`config.mk`:
```
export PLATFORM = sky130hd
export DESIGN_NAME = data_mem_arbiter
export DESIGN_NICKNAME = d
export VERILOG_FILES = /design/src/rtl/data_mem_arbiter_pkg.sv /design/src/rtl/data_mem_arbiter_mux.sv /design/src/rtl/data_mem_arbiter.sv
export SDC_FILE = /design/constraint.sdc
export NUM_CORES = 1
export LEC_CHECK = 0
export CAP_MARGIN = 40
export CORE_AREA = 2 2 93 95
export DETAILED_ROUTE_END_ITERATION = 10
export DIE_AREA = 0 0 95 97
export GPL_TIMING_DRIVEN = 0
export MAX_ROUTING_LAYER = met4
export PLACE_DENSITY = 0.85
export SYNTH_ARGS = -nofsm -noshare
export SYNTH_HDL_FRONTEND = slang
export SYNTH_SLANG_ARGS = --single-unit
```
`constraint.sdc`:
```
create_clock -name clk -period 1.92 [get_ports clk]
set_clock_uncertainty 0.05 [all_clocks]
set_input_delay 0.192 -clock clk [delete_from_list [all_inputs] [get_ports clk]]
set_output_delay 0.192 -clock clk [all_outputs]
set_load 0.005 [all_outputs]
```
`src/rtl/data_mem_arbiter_pkg.sv`:
```
// data_mem_arbiter_pkg: shared constants and state encoding for the data memory arbiter
package data_mem_arbiter_pkg;
    localparam int IO_SEL_BIT    = 15;
    localparam int MAX_WAIT_DEF  = 4;
    localparam int BURST_MAX_DEF = 8;
    typedef enum logic {IDLE = 1'b0, DMA_BURST = 1'b1} state_t;
endpackage

```
`src/rtl/data_mem_arbiter_mux.sv`:
```
// arb_port_mux: steers the granted port onto the shared memory/IO bus and decodes bit 15
module arb_port_mux
    import data_mem_arbiter_pkg::*;
(
    input  logic        cpu_gnt,
    input  logic        dma_gnt,
    input  logic        cpu_we,
    input  logic [15:0] cpu_addr,
    input  logic [15:0] cpu_wdata,
    input  logic        dma_we,
    input  logic [15:0] dma_addr,
    input  logic [15:0] dma_wdata,
    output logic [15:0] mem_addr,
    output logic [15:0] mem_wdata,
    output logic        mem_we,
    output logic        mem_re,
    output logic        io_we,
    output logic        io_re
);
    logic any_gnt, we, is_io;
    assign mem_addr  = dma_gnt ? dma_addr : cpu_addr;
    assign mem_wdata = dma_gnt ? dma_wdata : cpu_wdata;
    assign we        = dma_gnt ? dma_we : cpu_we;
    assign any_gnt   = cpu_gnt | dma_gnt;
    assign is_io     = mem_addr[IO_SEL_BIT];
    assign mem_we    = any_gnt & we & ~is_io;
    assign mem_re    = any_gnt & ~we & ~is_io;
    assign io_we     = any_gnt & we & is_io;
    assign io_re     = any_gnt & ~we & is_io;
endmodule

```
`src/rtl/data_mem_arbiter.sv`:
```
// data_mem_arbiter: CPU-priority arbiter with DMA starvation guard and bounded burst lock
module data_mem_arbiter
    import data_mem_arbiter_pkg::*;
#(
    parameter int MAX_WAIT  = MAX_WAIT_DEF,
    parameter int BURST_MAX = BURST_MAX_DEF,
    parameter int CW        = 4
) (
    input  logic        clk,
    input  logic        rst,
    input  logic        cpu_req,
    input  logic        cpu_we,
    input  logic [15:0] cpu_addr,
    input  logic [15:0] cpu_wdata,
    output logic        cpu_gnt,
    output logic [15:0] cpu_rdata,
    output logic        cpu_rvalid,
    input  logic        dma_req,
    input  logic        dma_we,
    input  logic [15:0] dma_addr,
    input  logic [15:0] dma_wdata,
    input  logic        dma_last,
    output logic        dma_gnt,
    output logic [15:0] dma_rdata,
    output logic        dma_rvalid,
    output logic [15:0] mem_addr,
    output logic [15:0] mem_wdata,
    output logic        mem_we,
    output logic        mem_re,
    input  logic [15:0] mem_rdata,
    output logic        io_we,
    output logic        io_re,
    input  logic [15:0] io_rdata
);
    state_t        state_q, state_d;
    logic [CW-1:0] wait_q, wait_d, beat_q, beat_d;
    logic [15:0]   cpu_rdata_q, dma_rdata_q, rd_data;
    logic          cpu_rvalid_q, dma_rvalid_q;

    arb_port_mux u_mux (
        .cpu_gnt(cpu_gnt), .dma_gnt(dma_gnt),
        .cpu_we(cpu_we), .cpu_addr(cpu_addr), .cpu_wdata(cpu_wdata),
        .dma_we(dma_we), .dma_addr(dma_addr), .dma_wdata(dma_wdata),
        .mem_addr(mem_addr), .mem_wdata(mem_wdata),
        .mem_we(mem_we), .mem_re(mem_re), .io_we(io_we), .io_re(io_re)
    );

    assign rd_data = mem_addr[IO_SEL_BIT] ? io_rdata : mem_rdata;

    // beat_cnt counts beats already granted, so the IDLE grant is beat 1 of the burst
    always_comb begin
        state_d = state_q;
        beat_d  = beat_q;
        cpu_gnt = 1'b0;
        dma_gnt = 1'b0;
        if (!rst) begin
            if (state_q == IDLE) begin
                dma_gnt = dma_req && (wait_q == CW'(MAX_WAIT) || !cpu_req);
                cpu_gnt = cpu_req && !dma_gnt;
                if (dma_gnt && !dma_last && BURST_MAX > 1) begin
                    state_d = DMA_BURST;
                    beat_d  = CW'(1);
                end
            end else begin
                dma_gnt = dma_req;
                beat_d  = beat_q + CW'(1);
                if (!dma_req || dma_last || beat_d == CW'(BURST_MAX)) begin
                    state_d = IDLE;
                    beat_d  = '0;
                end
            end
        end
        wait_d = dma_gnt ? '0 : (dma_req && wait_q != CW'(MAX_WAIT)) ? wait_q + CW'(1) : wait_q;
    end

    always_ff @(posedge clk) begin
        if (rst) begin
            state_q      <= IDLE;
            wait_q       <= '0;
            beat_q       <= '0;
            cpu_rdata_q  <= '0;
            dma_rdata_q  <= '0;
            cpu_rvalid_q <= 1'b0;
            dma_rvalid_q <= 1'b0;
        end else begin
            state_q      <= state_d;
            wait_q       <= wait_d;
            beat_q       <= beat_d;
            cpu_rvalid_q <= cpu_gnt && !cpu_we;
            dma_rvalid_q <= dma_gnt && !dma_we;
            if (cpu_gnt && !cpu_we) cpu_rdata_q <= rd_data;
            if (dma_gnt && !dma_we) dma_rdata_q <= rd_data;
        end
    end

    assign cpu_rdata  = cpu_rdata_q;
    assign dma_rdata  = dma_rdata_q;
    assign cpu_rvalid = cpu_rvalid_q;
    assign dma_rvalid = dma_rvalid_q;
endmodule
```
======== After elaboration in Yosys (flattened, before gate mapping) ========
Cells that the tools add are included.
storage, ports and cells
  register bits ........................... 43
  input bits .............................. 103
  output and inout port bits .............. 72
  word-level logic and storage cells ...... 52
cells by class
  $add $sub $neg .......................... 2
  eq/ne operators ......................... 3
  multiplexer cells ....................... 14
  bitwise gates (word level) .............. 9
  reduce and logical (&&, ||, !) cells .... 17
operators by type and width
  kind                                            number
  two-way mux 16 bit                              3
  two-way mux 4 bit                               3
  adder 4 x 1 -> 4 bit (second input constant)    2
  two-way mux 1 bit                               8
  AND 1 bit                                       6
  logical AND 1 bit                               6
  logical NOT 1 bit                               6
  == test 4 x 3 -> 1 bit (second input constant)  1
  == test 4 bit (second input constant)           1
  != test 4 x 3 -> 1 bit (second input constant)  1
  logical OR 1 bit                                3
  inverter 1 bit                                  2
  nonzero test 2 bit                              1
  OR reduction 2 bit                              1
  bitwise OR 1 bit                                1

======== Longest topological paths before layout ========
Gate-level depths: netlist of the first run.
  depth in word-level cells ............... 10
  mapped depth ............................ 9
  depth with buffers taken out ............ 7

======== Hierarchy ========
From an unflattened synthesis of the first run, not the netlist that was laid out.
unflattened totals
  cell total of the unflattened synthesis .. 283
  area, all modules ....................... 2473.6 sq um
by module, submodules not included
  module            times used  cells each  area each (sq um)  sequential area each (sq um)
  data_mem_arbiter  1           234         2004.4             860.8
  arb_port_mux      1           49          469.2              0.0

======== Worst setup path before layout of the first run ========
Ideal clock, no wire load.
  path kind ............................... flip-flop to output port
  start point ............................. reg wait_q[0]
  end point ............................... out mem_we
  arrival ................................. 1.804 ns
  data required time ...................... 1.678 ns
  setup slack ............................. -0.126 ns
  stages on the path, launching flop included .. 10
  buffers on the path ..................... 2
  cell sequence ........................... dfxtp_1 -> inv_1 -> ha_1 -> and3b_1 -> buf_2 -> o211ai_2 -> and2_1 -> buf_4 -> inv_1 -> nor3_1
between the ends
  elaborated cells between the ends (all ways) .. 15
  classes of those cells .................. 1 x eq/ne; 6 x mux; 4 x bitwise; 4 x reduce/logical
RTL lines
  item                    RTL line                    source
  from (decl)             data_mem_arbiter.sv:36      logic [CW-1:0] wait_q, wait_d, beat_q, beat_d;
  from (signal assigned)  data_mem_arbiter.sv:87      wait_q <= wait_d;
  == test 4 x 3 -> 1 bit  data_mem_arbiter.sv:58      dma_gnt = dma_req && (wait_q == CW'(MAX_WAIT) || !cpu_req);
  logical OR 1 bit        data_mem_arbiter.sv:58
  logical AND 1 bit       data_mem_arbiter.sv:58
  two-way mux 1 bit       data_mem_arbiter.sv:57      if (state_q == IDLE) begin
  two-way mux 1 bit       data_mem_arbiter.sv:56      if (!rst) begin
  two-way mux 16 bit      data_mem_arbiter_mux.sv:21  assign mem_addr = dma_gnt ? dma_addr : cpu_addr;
  named net mem_addr[15]  data_mem_arbiter.sv:26      output logic [15:0] mem_addr,
  inverter 1 bit          data_mem_arbiter_mux.sv:26  assign mem_we = any_gnt & we & ~is_io;
  AND 1 bit               data_mem_arbiter_mux.sv:26
  to (decl)               data_mem_arbiter.sv:28      output logic mem_we,
The timed path passes the listed nets, and every way through them passes these cells.

======== Worst setup path in the final report of the first run ========
  start point ............................. reg wait_q[1]
  end point ............................... out mem_wdata[14]
between the ends
  longest elaborated chain between the ends .. 6
RTL lines
  item                    RTL line                    source
  == test 4 x 3 -> 1 bit  data_mem_arbiter.sv:58
  logical OR 1 bit        data_mem_arbiter.sv:58
  logical AND 1 bit       data_mem_arbiter.sv:58
  two-way mux 1 bit       data_mem_arbiter.sv:57
  two-way mux 1 bit       data_mem_arbiter.sv:56
  two-way mux 16 bit      data_mem_arbiter_mux.sv:22  assign mem_wdata = dma_gnt ? dma_wdata : cpu_wdata;
  to (decl)               data_mem_arbiter.sv:27      output logic [15:0] mem_wdata,
No other way between the ends.

==> metrics, run 1 <==
outcome=finished with violations; violated checks=negative setup slack; GR Util All Layers=26.31%; routed len/inst=a little under 20 microns; Mapped Nets=slightly below 400; slowest stage delay, CP=0.33 ns; R2R Setup Slk=-0.28 ns; Setup violations, final=63; Fin. Hold Viols=0; Routed Antenna Nets=0; via-per-instance ratio=5.316; crit-path cells=inv_2, ha_4, nand3b_4, a211oi_4, buf_6, buf_8, buf_8, buf_6, mux2_4, buf_6; largest net degree at the start of global routing=14; Die ar.=9215 sq um; Worst R2R Path Depth=13; synth unique cells=43; Worst-Skew Late Latency=0.30 ns; cell count after synthesis=279; initial antenna violation count=0; share of cells above drive strength 1=33.20%; CTS sink count=43; P_leak=around 2.1 nW; IO Port Bufs=173; first-pass GRT wire length=18,150 microns; Worst EP arrival=~2.1 ns; Detailed Route Iter0 Violations=170; post-synth top area share=32.56%; Min Hold Slack=0.4476 ns; worst slack, placed=-1.004 ns; #FFs+latches synth=43; Synth Cell Area=2644 sq um; CP endpoint kind=primary output; r2r startpoint=wait_q[0]$_SDFFE_PP0P_; Final period util=122.0%; crit path to=mem_wdata[14]; Hold Path Class=reg -> reg; vias in the first global route=about 3,400; Post-synth EDFFs=0; fin nets=603; Setup WS post-layout=-0.4225 ns; Crit Reg-Reg Endpoint=dma_rdata[10]$_SDFFE_PP0P_; drt first pass iters=5; gr ovfl total=0; final WL=about 12,000 microns; placer congestion estimate=0.8373; clock-pin slew on the worst setup and hold paths=0.09 ns; Critical Path RT=between 1.5 and 2 ns; DRC=0; vias post-DR=3,200; most frequent CP cell=buf_6; synth warn=0; CP startpoint kind=register; Initial Util=32.50%; core area=8134 sq um; area added between synthesis and finish=101.3%; ant diodes=0; critical path depth=10; Final Max Tran Viols=0; synth cell count leaders=dfxtp_1, mux2_2, nand2_1, nand3_1; hpwl dp=8375 microns; CTS tree=yes; clock period minus worst slack=about 2.3 ns; Worst Setup SP=wait_q[1]$_SDFFE_PP0P_; overall power=about 2.5 mW; Crit Path Class=reg -> out; FP Rows=33; synth top area cells=dfxtp_1, mux2_2, o211ai_2, a221o_1, and2_1; most frequent cell after synthesis=dfxtp_1; Synth Area per Inst=9.476 sq um; crit path buf inv count=6; f_max=426.9 MHz; total CTS buffers=5; Async S/R FF share, synth=0%; delay-heaviest family, CP=buffers and inverters; Worst path slowest cell=dfxtp_2; Worst-Margin Slew=about 0.68 ns; Root Driver=clkbuf_8; leading area contributor after synthesis=dfxtp_1; ys flop type=dfxtp_1; CP Max Fanout=6; worst rel slew slack=between 50% and 60%; die height=between 90 and 100 microns; worst vdd ir=0.3929 mV; Longest Clk Path Bufs=2; max_cap viols=0; pwr dens=between 400 and 500 nW/um^2; die width=95 microns; num ports=around 180; CTS H-Tree Depth=2; RSZ-0062 raised after global routing=yes; sequential area share after synthesis=32.56%
[registers in the layout, summed over array words and instances, names as in the netlist]
signal      cells
wait_q          4
cpu_rdata      16
beat_q          4
dma_rdata      16
cpu_rvalid      1
dma_rvalid      1
state_q         1
[cell usage in the layout, fill, tap and decap left out, types with 5 or more instances in the layout]
cell             Yosys  final
mux2_4               0     25
nor3_1               8      5
dfxtp_1             43     40
buf_8                0     10
clkbuf_8             0      5
mux2_2              31      6
clkbuf_1             6      5
buf_4                2     16
clkdlybuf4s50_1      0    134
buf_2                6      5
a21oi_1              8      7
o211ai_1             6      6
dlygate4sd2_1        0      6
a221o_1             16     16
nand4_1             19     19
buf_6                7     43
nand2_1             21     20
nand3_1             21     17
o211ai_2            13     12
buf_12               0      8
nor2_1               8      8
and2_1              19     18
[worst reg2reg max path, stage by stage, from the launching register on]
cell      delay, ns
dfxtp_2        0.35
inv_2          0.05
ha_4           0.17
nand3b_4       0.10
a211oi_4       0.07
buf_6          0.15
buf_8          0.12
buf_12         0.12
buf_6          0.10
buf_6          0.10
nor3b_4        0.15
buf_12         0.14
buf_6          0.13
a221o_1        0.30
[cell families after synthesis]
kind of cell / synth area share, %
and+or+nand+nor: 24.61
AOI/OAI and AO/OA: 20.59
DFF: 32.56
buffers and inverters: 7.146
muxes: 13.20
adders and majority gates: 1.893
[where the power goes]
| part | switching [mW] | leakage, nW | internal [mW] |
|---|---|---|---|
| Clock | 0.338 | 0.0412 | 0.255 |
| Sequential | 0.0312 | 0.352 | 0.937 |
| Combinational | 0.336 | 1.75 | 0.587 |
| Total | 0.705 | 2.15 | 1.78 |
[per-stage QoR]
step,util [%],instance area [sq um],TNS [ns],instances
5_1_grt,65.42,5321,-22.49,602
3_3_place_gp,55.67,4528,-41.67,557
2_1_floorplan,-,2665,-0.2629,279
6_report,65.42,5321,-17.42,602
3_5_place_dp,55.67,4528,-43.31,557
4_1_cts,64.01,5206,-17.31,599
[worst min path at each step]
stage,from,cells after the start,endpoint,slack (ns)
floorplan,mem_rdata[0],1,dma_rdata[0]$_SDFFE_PP0P_,0.28
global placement,dma_rdata[2]$_SDFFE_PP0P_,1,dma_rdata[2]$_SDFFE_PP0P_,0.42
detailed placement,dma_rdata[8]$_SDFFE_PP0P_,1,dma_rdata[8]$_SDFFE_PP0P_,0.43
CTS,io_rdata[7],3,cpu_rdata[7]$_SDFFE_PP0P_,0.44
global route,io_rdata[9],3,cpu_rdata[9]$_SDFFE_PP0P_,0.46
finish,dma_rdata[3]$_SDFFE_PP0P_,1,dma_rdata[3]$_SDFFE_PP0P_,0.45
[final cells by class]
class,instances,area [sq um]
repair buffers,214,2241
inverters,9,41.29
plain buffers,18,182.7
well taps,105,131.4
clock inverters,2,12.51
multi-input cells,205,1773
fillers,623,2813
clock buffers,6,72.57
flip-flops and latches,43,867.1
[timing repair]
action,CTS,global route
endpoints found under the setup margin,70,70
hold buffers,0,0
buffers inserted,33,6
resized for setup,243,31
pin swaps,10,11
cloned,3,1
[metal layers]
metal  GRT usage, %  up-vias  routed length [microns]
li1               -     1496                        -
met1          28.73     1515                     4157
met2          48.23      175                     6431
met3          3.738       14                      774
met4          8.250        0                      264
met5              -        -                        0
Power figures use the tool's default switching activity.
==> inputs of run 2 (changes only) <==
--- a/config.mk
+++ b/config.mk
@@ -6,12 +6,13 @@
 export NUM_CORES = 1
 export LEC_CHECK = 0
 export CAP_MARGIN = 40
-export CORE_AREA = 2 2 93 95
+export CORE_AREA = 2 2 72 74
 export DETAILED_ROUTE_END_ITERATION = 10
-export DIE_AREA = 0 0 95 97
+export DIE_AREA = 0 0 74 76
+export DONT_BUFFER_PORTS = 1
 export GPL_TIMING_DRIVEN = 0
 export MAX_ROUTING_LAYER = met4
-export PLACE_DENSITY = 0.85
+export PLACE_DENSITY = 0.82
 export SYNTH_ARGS = -nofsm -noshare
 export SYNTH_HDL_FRONTEND = slang
 export SYNTH_SLANG_ARGS = --single-unit
==> constraint.sdc (replaced) <==
create_clock -name clk -period 1.92 [get_ports clk]
set_clock_uncertainty 0.05 [all_clocks]
set_input_delay 0.192 -clock clk [delete_from_list [all_inputs] [get_ports clk]]
set_output_delay 0.192 -clock clk [all_outputs]
set_load 0.1 [all_outputs]
==> run 2 against run 1 <==
Synthesized area unchanged. Synthesized cell count unchanged. The run now fails in 5_1_grt.
==> metrics, run 2 <==
outcome=did not finish; Last stage=5_1_grt; stop err=[ERROR GRT-0232] Routing congestion too high. Check the congestion heatmap in the GUI.; Synth Cell Area=2644 sq um; Synth Area per Inst=9.476 sq um; placer congestion estimate=0.8788; hpwl dp=~7500 microns; type of pin the worst path ends at=top-level output; last worst endpoint in the global-route repair_timing=mem_re; IO Port Bufs=0; CTS sink count=between 40 and 50; synth warn=0; post-synth top area share=32.56%; Longest Clk Path Bufs=2; gr ovfl total=27; #FFs+latches synth=43; placed insts=about 390; GR Util All Layers=about four fifths; ys flop type=dfxtp_1; largest net degree at the start of global routing=14; cell count after synthesis=279; die height=roughly 76 microns; Post-synth EDFFs=0; num ports=~180; Root Driver=clkbuf_8; sequential area share after synthesis=32.56%; synth top area cells=dfxtp_1, mux2_2, o211ai_2, a221o_1, and2_1; Async S/R FF share, synth=0%; total CTS buffers=5; CTS H-Tree Depth=2; leading area contributor after synthesis=dfxtp_1; synth cell count leaders=dfxtp_1, mux2_2, nand2_1, nand3_1; most frequent cell after synthesis=dfxtp_1; Mapped Nets=about 390; synth unique cells=43; Initial Util=approximately 54%; die width=74 microns; FP Rows=26
[run 2: cell counts after synthesis]
Identical to the previous run, type by type.
[run 2: per-layer routing]
metal  track usage, %  GRT overflow
met3            66.67             0
met1            79.03             0
met5                -             -
met2            90.54            11
met4            75.64            16
[run 2: through the flow]
step                      setup WS, ns  hold slack [ns]  utilization (%)  cell area [sq um]  TNS [ns]
after floorplan                 -1.106           0.2798                -               2888    -7.061
after detailed placement        -1.034           0.2869            75.19               3694    -16.25
after CTS                      -0.9125        0.0003303            90.27               4434    -33.81
after global placement          -1.320           0.2807            60.57               2975    -15.18
[run 2: what timing repair did]
action / CTS
hold buffers: 16
endpoints found under the hold margin: 16
cloned: 6
resized for setup: 47
pin swaps: 12
setup buffers: 31
endpoints found under the setup margin: 69
[run 2: cells by family after synthesis]
group                      Yosys count  share of synthesized area, %
and+or+nand+nor                    112                         24.61
muxes                               31                         13.20
buffers and inverters               31                         7.146
DFF                                 43                         32.56
AOI/OAI and AO/OA                   58                         20.59
adders and majority gates            4                         1.893
==> inputs of run 3 (changes only) <==
--- a/config.mk
+++ b/config.mk
@@ -6,13 +6,12 @@
 export NUM_CORES = 1
 export LEC_CHECK = 0
 export CAP_MARGIN = 40
-export CORE_AREA = 2 2 72 74
+export CORE_AREA = 2 2 85 87
 export DETAILED_ROUTE_END_ITERATION = 10
-export DIE_AREA = 0 0 74 76
+export DIE_AREA = 0 0 87 89
 export DONT_BUFFER_PORTS = 1
 export GPL_TIMING_DRIVEN = 0
-export MAX_ROUTING_LAYER = met4
-export PLACE_DENSITY = 0.82
+export PLACE_DENSITY_LB_ADDON = 0.15
 export SYNTH_ARGS = -nofsm -noshare
 export SYNTH_HDL_FRONTEND = slang
 export SYNTH_SLANG_ARGS = --single-unit
==> constraint.sdc (replaced) <==
create_clock -name clk -period 2.5 [get_ports clk]
set_clock_uncertainty 0.05 [all_clocks]
set_input_delay 0.25 -clock clk [delete_from_list [all_inputs] [get_ports clk]]
set_output_delay 0.25 -clock clk [all_outputs]
set_load 0.1 [all_outputs]
==> run 3 against run 2 <==
The flow now finishes, with violations (negative setup slack).
==> metrics, run 3 (synthesis gave the netlist of run 1 again) <==
placer congestion estimate=~0.82; area added between synthesis and finish=51.06%; outcome=finished with violations; worst vdd ir=between 0.3 and 0.4 mV; die height=89 microns; gr ovfl total=0; CTS tree=yes; CP Max Fanout=4; Fin. Hold Viols=0; CTS H-Tree Depth=2; pwr dens=553.3 nW/um^2; Routed Antenna Nets=0; Crit Path Class=reg -> out; FP Rows=30; Internal Dissipation=1.193 mW; worst rel slew slack=50.24%; Hold Path Class=in -> reg; commonest non-fill, non-tap cell in the layout=dfxtp_1; switching share of total power=46.01%; max_cap viols=0; vias post-DR=between 2,000 and 2,500; share of cells above drive strength 1=43.68%; sequential share of power=34.3%; CP startpoint kind=register; Longest Clk Path Bufs=2; core area=6719 sq um; Die ar.=7743 sq um; RSZ-0062 raised after global routing=yes; violated checks=negative setup slack; die width=87 microns; drt first pass iters=4; Worst-Margin Slew=about 0.75 ns; vias in the first global route=2,467; first-pass GRT wire length=13,590 microns; fin nets=approximately 450; Detailed Route Iter0 Violations=97; Seq. cell area=about 860 sq um; f_max=roughly 340 MHz; final WL=roughly 9500 microns; CTS sink count=43; fill cell count=roughly 560; P_leak=1.609 nW; Worst EP arrival=roughly 2.7 ns; Clk network pwr share=20.1%; Setup violations, final=20; num ports=roughly 180; clock-pin slew on the worst setup and hold paths=0.09 ns; hpwl dp=7454 microns; Root Driver=clkbuf_8; initial antenna violation count=0; Initial Util=39.35%; clock period minus worst slack=2.977 ns; Critical Path RT=2.20 ns; Core Util, Final=59.44%; routed len/inst=~22 microns; area occupied by multi-input gates=1793 sq um; CP endpoint kind=primary output; Worst-Skew Late Latency=0.29 ns; Sw Pwr=1.017 mW; most frequent cells in the layout=dfxtp_1, mux2_4, buf_8; IO Port Bufs=0; largest net degree at the start of global routing=19; GR Util All Layers=about a quarter; Min Hold Slack=about 0.036 ns; Final period util=119.1%; combinational fraction of design power=a little under half; Final Max Tran Viols=0; Setup WS post-layout=-0.4772 ns; via-per-instance ratio=roughly 5.8; DRC=0; total CTS buffers=5
run 3: power by group through the flow:
stage               Clock [mW]  Combinational [mW]  Sequential (mW)
finish                   0.445                1.01            0.758
global route             0.483                1.04            0.762
CTS                      0.459               0.982            0.758
detailed placement           0               0.942            0.774
global placement             0               0.589            0.989
floorplan                    0               0.535            0.978
run 3: worst max-delay path, stage by stage, from the launching register on:
cell,delay [ns]
dfxtp_2,0.34
inv_2,0.06
ha_4,0.15
nand3b_4,0.11
a311oi_4,0.31
and2_4,0.22
clkinvlp_4,0.48
nor2_4,0.70
run 3: final cells by class:
cell class	count	share of cell area, %
well taps	80	2.506
flip-flops and latches	43	21.65
diodes	1	0.06266
plain buffers	17	3.822
clock buffers	6	1.817
multi-input cells	205	44.89
clock inverters	2	0.3133
repair buffers	66	23.68
inverters	9	1.253
run 3: per-layer routing:
metal | share of wire (%) | global-route usage, %
met5 | 0 | 0
met1 | 35 | 25.88
met3 | 5.8 | 3.878
met4 | 2.7 | 12.93
met2 | 56 | 42.40
run 3: stage by stage:
stage,setup TNS (ns),cell area [sq um],setup slack (ns),std cells,power [mW]
final,-1.321,3994,-0.4772,429,2.210
after global routing,-3.969,3991,-0.5699,428,2.281
after CTS,-1.154,3775,-0.4975,412,2.199
after detailed placement,-1.220,3516,-0.5091,396,1.717
after global placement,-1.590,2829,-0.7820,359,1.578
after floorplan,-0.9058,2729,-0.5840,279,1.514
run 3: timing repair:
action | in CTS | in global routing
cloned | 0 | 2
hold buffers | 0 | 0
endpoints found under the setup margin | 32 | 30
setup buffers | 11 | 16
pin swaps | 5 | 8
gates resized for setup | 34 | 18
run 3: worst paths after layout:
kind	slack [ns]	from	end	depth (start not counted)
worst max-delay path	-0.48	wait_q[0]$_SDFFE_PP0P_	mem_re	7
worst min-delay path	0.04	mem_rdata[8]	dma_rdata[8]$_SDFFE_PP0P_	1
worst max register to register	0.21	wait_q[0]$_SDFFE_PP0P_	dma_rdata[7]$_SDFFE_PP0P_	10
worst min register to register	0.47	cpu_rdata[5]$_SDFFE_PP0P_	cpu_rdata[5]$_SDFFE_PP0P_	2
